## config.mk

```make
export PLATFORM = sky130hd
export DESIGN_NAME = hist_mem_arbiter
export DESIGN_NICKNAME = d
export VERILOG_FILES = /design/src/rtl/hist_mem_arbiter.sv
export SDC_FILE = /design/constraint.sdc
export NUM_CORES = 1
export LEC_CHECK = 0
export ABC_AREA = 1
export BUFFER_PORTS_ARGS = -buffer_cell sky130_fd_sc_hd__buf_2
export CORE_AREA = 2 2 312 314
export DETAILED_ROUTE_END_ITERATION = 16
export DIE_AREA = 0 0 314 316
export PLACE_DENSITY = 0.39
export SETUP_SLACK_MARGIN = 0.5
export SKIP_CTS_REPAIR_TIMING = 1
export SYNTH_ARGS = -nofsm -noshare
export SYNTH_HDL_FRONTEND = slang
export SYNTH_SLANG_ARGS = --single-unit
export TNS_END_PERCENT = 30
```

## constraint.sdc

```tcl
create_clock -name wrclk -period 1.7 [get_ports wrclk]
set_input_delay 0.425 -clock wrclk [delete_from_list [all_inputs] [get_ports wrclk]]
set_output_delay 0.425 -clock wrclk [all_outputs]
set_load 0.02 [all_outputs]
```

## src/rtl/hist_mem_arbiter.sv

```systemverilog
// Round-robin arbiter sharing one single-port data memory between the pixel loader (0) and histogram engine (1).
// Define ARB_BURST_EN to add lock0/lock1 burst locking, capped at MAX_BURST consecutive grants.
module hist_mem_arbiter #(
  parameter int AW        = 8,
  parameter int DW        = 128,
  parameter int MAX_BURST = 4
) (
  input  logic          wrclk,
  input  logic          rst_n,
  input  logic          req0,
  input  logic          we0,
  input  logic [AW-1:0] addr0,
  input  logic [DW-1:0] wd0,
  output logic          gnt0,
  output logic          rvalid0,
  output logic [DW-1:0] rd0,
  input  logic          req1,
  input  logic          we1,
  input  logic [AW-1:0] addr1,
  input  logic [DW-1:0] wd1,
  output logic          gnt1,
  output logic          rvalid1,
  output logic [DW-1:0] rd1,
`ifdef ARB_BURST_EN
  input  logic          lock0,
  input  logic          lock1,
`endif
  output logic          mem_we,
  output logic [AW-1:0] mem_addr,
  output logic [DW-1:0] mem_wd,
  input  logic [DW-1:0] mem_rd,
  output logic          busy
);

  logic          ptr;
  logic          pick1;
  logic          vld_p1;
  logic          we_p1;
  logic          src_p1;
  logic [AW-1:0] addr_p1;
  logic [DW-1:0] wd_p1;

`ifdef ARB_BURST_EN
  localparam int CW = $clog2(MAX_BURST + 1);
  localparam logic [CW-1:0] BURST_LIM = CW'(MAX_BURST);

  logic          last_gnt;
  logic [CW-1:0] burst_cnt;
`endif

  // Grant stage: pointer decides ties; a locked last winner may keep the grant until the cap.
  always_comb begin
    pick1 = ptr ? req1 : ~req0;
`ifdef ARB_BURST_EN
    if (burst_cnt < BURST_LIM) begin
      if (!last_gnt && lock0 && req0) begin
        pick1 = 1'b0;
      end else if (last_gnt && lock1 && req1) begin
        pick1 = 1'b1;
      end
    end
`endif
    gnt0 = rst_n & req0 & ~pick1;
    gnt1 = rst_n & req1 & pick1;
  end

`ifdef ARB_BURST_EN
  always_ff @(posedge wrclk or negedge rst_n) begin
    if (!rst_n) begin
      last_gnt  <= 1'b0;
      burst_cnt <= '0;
    end else if (gnt0 || gnt1) begin
      last_gnt  <= gnt1;
      burst_cnt <= (gnt1 == last_gnt && burst_cnt < BURST_LIM) ? burst_cnt + 1'b1 : CW'(1);
    end else begin
      burst_cnt <= '0;
    end
  end
`endif

  // Command stage (_p1): registered memory command plus the source tag of its issuer.
  always_ff @(posedge wrclk or negedge rst_n) begin
    if (!rst_n) begin
      ptr     <= 1'b0;
      vld_p1  <= 1'b0;
      we_p1   <= 1'b0;
      src_p1  <= 1'b0;
      addr_p1 <= '0;
      wd_p1   <= '0;
    end else begin
      vld_p1 <= gnt0 | gnt1;
      src_p1 <= gnt1;
      if (gnt0) begin
        ptr     <= 1'b1;
        we_p1   <= we0;
        addr_p1 <= addr0;
        wd_p1   <= wd0;
      end else if (gnt1) begin
        ptr     <= 1'b0;
        we_p1   <= we1;
        addr_p1 <= addr1;
        wd_p1   <= wd1;
      end else begin
        we_p1   <= 1'b0;
      end
    end
  end

  assign mem_we   = we_p1;
  assign mem_addr = addr_p1;
  assign mem_wd   = wd_p1;

  // Return stage (_p2): capture memory data at the end of the read command cycle.
  always_ff @(posedge wrclk or negedge rst_n) begin
    if (!rst_n) begin
      rvalid0 <= 1'b0;
      rvalid1 <= 1'b0;
      rd0     <= '0;
      rd1     <= '0;
    end else begin
      rvalid0 <= vld_p1 & ~we_p1 & ~src_p1;
      rvalid1 <= vld_p1 & ~we_p1 & src_p1;
      if (vld_p1 && !we_p1 && !src_p1) begin
        rd0 <= mem_rd;
      end
      if (vld_p1 && !we_p1 && src_p1) begin
        rd1 <= mem_rd;
      end
    end
  end

  assign busy = vld_p1 | rvalid0 | rvalid1;

endmodule

```

# Word level (Yosys, flattened, before mapping)
# Index checks and enable logic that the tools add are counted.
[word_totals]
regBits = 398
inputBits = 406
out_inout_bits = 398
wordCells = 39
[op_classes]
n_mux = 9
bitwise_logic = 14
n_reduce_logical = 6
[op_table]
columns = ["op", "n"]
rows = [
  ["$mux 128", 2],
  ["$mux 8", 2],
  ["$and 1x1->1", 7],
  ["$mux 1", 5],
  ["$not 1->1", 4],
  ["$logic_and 1x1->1", 3],
  ["$or 1x1->1", 3],
  ["$logic_not 1->1", 2],
  ["$reduce_bool 2->1", 1],
]

# Depth between registers and ports, before layout
[logic_depth]
word_depth = 5
mapped_depth = 8
depth_no_buf = 6

# Worst setup path before layout
# Ideal clock, no wire load.
[synth_timing]
path_type = "input -> output"
startpoint = "in rst_n"
endpoint = "out gnt0"
t_arrival_ps = 909
required_time_ps = 1275
setup_slack_ps = 366
cell_stages = 5
path_buffers = 1
path_cell_list = "nand2_1 inv_2 nand2_1 buf_2 inv_1"
[synth_via]
elab_chain_cells = 2
[synth_lines]
columns = ["element", "line", "source"]
rows = [
  ["start, declared", "9", "input logic rst_n,"],
  ["$and 1x1->1 (2 in series)", "63", "gnt0 = rst_n & req0 & ~pick1;"],
  ["end, declared", "14", "output logic gnt0,"],
]
# No other way between the ends.

# Worst setup path after layout
[layout_timing]
startpoint = "reg vld_p1"
endpoint = "out busy"
[layout_via]
elab_chain_cells = 2
[layout_lines]
columns = ["element", "line", "source"]
rows = [
  ["start, declared", "37", "logic vld_p1;"],
  ["start signal, assigned", "91", "vld_p1 <= gnt0 | gnt1;"],
  ["$or 1x1->1 (2 in series)", "132", "assign busy = vld_p1 | rvalid0 | rvalid1;"],
  ["end, declared", "32", "output logic busy"],
]
# No other way between the ends.

==> metrics.csv <==
stage,metric,value,unit
outcome,status,"complete, but fails checks",
outcome,failing checks,setup timing,
clock_tree,CTS tree,done,
logic_synthesis,synthesized cell area,0.01733,mm2
detailed_routing,post-route ant nets,0,
timing,"Hold Vio Cnt, Final",0,
clock_tree,# H-tree levels,2,
min_path,Min-Delay Path Class,in -> async,
pwr,power per standard cell area,1263,mW/mm2
floorplan,Starting Density,18.05,%
critical_path,CP startpoint,vld_p1$_DFF_PN0_,
final_layout,P&R area growth vs syn,61.26,%
timing,Achievable Freq,0.5088,GHz
logic_synthesis,Synth Warn #,0,
logic_synthesis,Synth Area in Simple Gates,22.55,%
global_routing,Global Route Usage Sum,14.01,%
clock_tree,cts bufs inserted,49,
logic_synthesis,net count after synthesis,2550,
logic_synthesis,Gate Count Post-Synth,2144,
global_routing,largest net degree at the start of global routing,64,
timing,Final Skew,9.551,ps
global_routing,vias in the first global route,16660,
floorplan,Ports,804,
timing,Setup Viol. Count Final,3,
critical_path,Crit-path slowest cell,dfrtp_2,
logic_synthesis,"Distinct cells, synth",12,
timing,Final Critical Period,1965,ps
timing,slew at the pin with the worst max-slew slack,441.9,ps
final_layout,final core occ,29.11,%
detailed_routing,drt wl/cell,16.69,um
final_layout,"commonest non-fill, non-tap cell in the layout",nand2_1,
critical_path,critical path data required time,1270,ps
logic_synthesis,Synth Area per Inst,8.083,um2
detailed_routing,routed via count,16840,
clock_tree,Worst-Skew Late Latency,590,ps
detailed_routing,Pre-antenna DRT Iters,4,
clock_tree,CTS Buffer Depth,3,
floorplan,core area,0.09599,mm2
timing,period utilization,115.6,%
clock_tree,"Clk pin slew, worst setup/hold paths",60,ps
final_layout,post-layout net count,3472,
flow_run,Max Cap Viol,0,
critical_path,worst path cell trace,or3_4 -> buf_6,
place,post-DP HPWL,56270,um
logic_synthesis,Post-Synth XOR/XNOR Area,0,%
final_layout,Final Cell Area,0.02795,mm2
global_routing,first-pass GRT wire length,106400,um
clock_tree,CTS sink cnt,398,
logic_synthesis,largest family of logic cells by synthesized area,simple AND/OR/NAND/NOR gates,
critical_path,CP Launch Type,register,
floorplan,Rows,114,
place,IO buf count,803,
pwr,worst vdd ir,422.3,uV
detailed_routing,Routed WL,73220,um
place,GPL Wtd Cong,0.7948,
logic_synthesis,Post-Synth Adder-Cell Area,0,%
global_routing,grt ovf,0,
timing,final worst slack,-265.5,ps
critical_path,endpoint type of the worst setup path,output pin,
critical_path,CP peak stage delay,460,ps
critical_path,worst reg2reg path startpoint,ptr$_DFFE_PN0P_,
critical_path,"Max FO, Critical Path",3,
logic_synthesis,"Seq/Total Area, Yosys",57.47,%
logic_synthesis,Synth Register Bits,398,
final_layout,most frequent cells in the layout,"nand2_1, buf_2, inv_1, dfrtp_1, buf_6",
floorplan,die height,316,um
floorplan,Chip Width,314,um
logic_synthesis,mux cell area share after synthesis,0,%
pwr,leakage,15.68,nW
place,area of placed instances,0.02365,mm2
floorplan,Die Footprint,0.09922,mm2
critical_path,WP data arrival,1540,ps
detailed_routing,vias per inst,3.840,
detailed_routing,Residual DRC,0,
detailed_routing,initial DRC count,715,
timing,max_slew headroom,70.54,%
timing,fin. max-slew vios,0,
final_layout,layout cell share with drive strength beyond 1,35.39,%
global_routing,initial antenna violation count,19,
critical_path,CP Class,reg -> out,
logic_synthesis,Compound-Gate Fraction of Synth Area,7.422,%
clock_tree,root buffer cell,clkbuf_16,
timing,RSZ-0062 raised after global routing,true,
==> critical path, delay by kind of cell, from the launching register on <==
kind          cells  cell delay, ps
simple gates      1             350
buf+inv           1             140
flops             1             460
==> cells in the mapped netlist <==
library cell	instances	area, um2
nand2_1	674	2530
inv_1	408	1531
dfrtp_1	398	9960
nand3_1	274	1371
o21ai_0	257	1286
buf_2	81	405.4
clkbuf_1	36	135.1
buf_4	11	82.58
inv_2	2	7.510
buf_1	1	3.750
buf_6	1	11.26
or3_1	1	6.260
==> per-stage QoR <==
step	hold slack, ps	instances	setup TNS [ps]	worst slack [ps]	total power [mW]
3_5_place_dp	426.5	4194	0	18.66	21.96
6_report	37.30	4386	-518.9	-265.5	35.30
5_1_grt	0.3660	4384	-784.6	-327.7	37.36
4_1_cts	-232.8	4284	-1407	-467.4	33.40
3_3_place_gp	426.5	4194	0	14.08	21.95
2_1_floorplan	129.4	2144	0	433.3	17.47
==> path summary, 6_finish.rpt <==
path | slack, ps | depth (start not counted) | end
setup / recovery | -270 | 2 | busy
hold / removal | 40 | 3 | rd0[37]$_DFFE_PN0P_
setup reg to reg | 170 | 7 | mem_wd[38]$_DFFE_PN0P_
hold reg to reg | 470 | 2 | mem_wd[28]$_DFFE_PN0P_
max in group asynchronous | 1010 | 3 | mem_wd[7]$_DFFE_PN0P_
min in group wrclk | 60 | 3 | mem_we$_DFF_PN0_
==> sequential cells by signal (all words and copies together) (netlist names) <==
register	count
rvalid1	1
rd1	128
ptr	1
mem_addr	8
src_p1	1
rd0	128
vld_p1	1
rvalid0	1
mem_we	1
mem_wd	128
==> power by group <==
group	internal (mW)	switching [mW]
clock	6.67	4.40
sequential	11.5	1.39
combinational	5.17	6.18
total	23.3	12.0
==> routing by layer <==
layer | up-vias | part of all wire (%) | track usage (%)
met5 | - | 0.072 | 0
met4 | 8 | 2.3 | 3.621
met3 | 107 | 8.8 | 4.762
met2 | 591 | 47 | 22.96
met1 | 7762 | 42 | 17.61
li1 | 8374 | - | -
==> layout make-up <==
type / instances / area [um2]
fill: 10530 / 68050
sequential: 398 / 9967
timing repair buffer: 1001 / 7869
multi-input combinational: 1206 / 5265
tap: 1276 / 1597
inverter: 410 / 1554
clock buffer: 73 / 1456
clock inverter: 17 / 226.5
antenna: 5 / 12.51
==> cells by family after synthesis <==
| kind of cell | Yosys count |
|---|---|
| and+or+nand+nor | 949 |
| buffers and inverters | 540 |
| AOI/OAI and AO/OA | 257 |
| DFF | 398 |
Power figures use the tool's default switching activity.
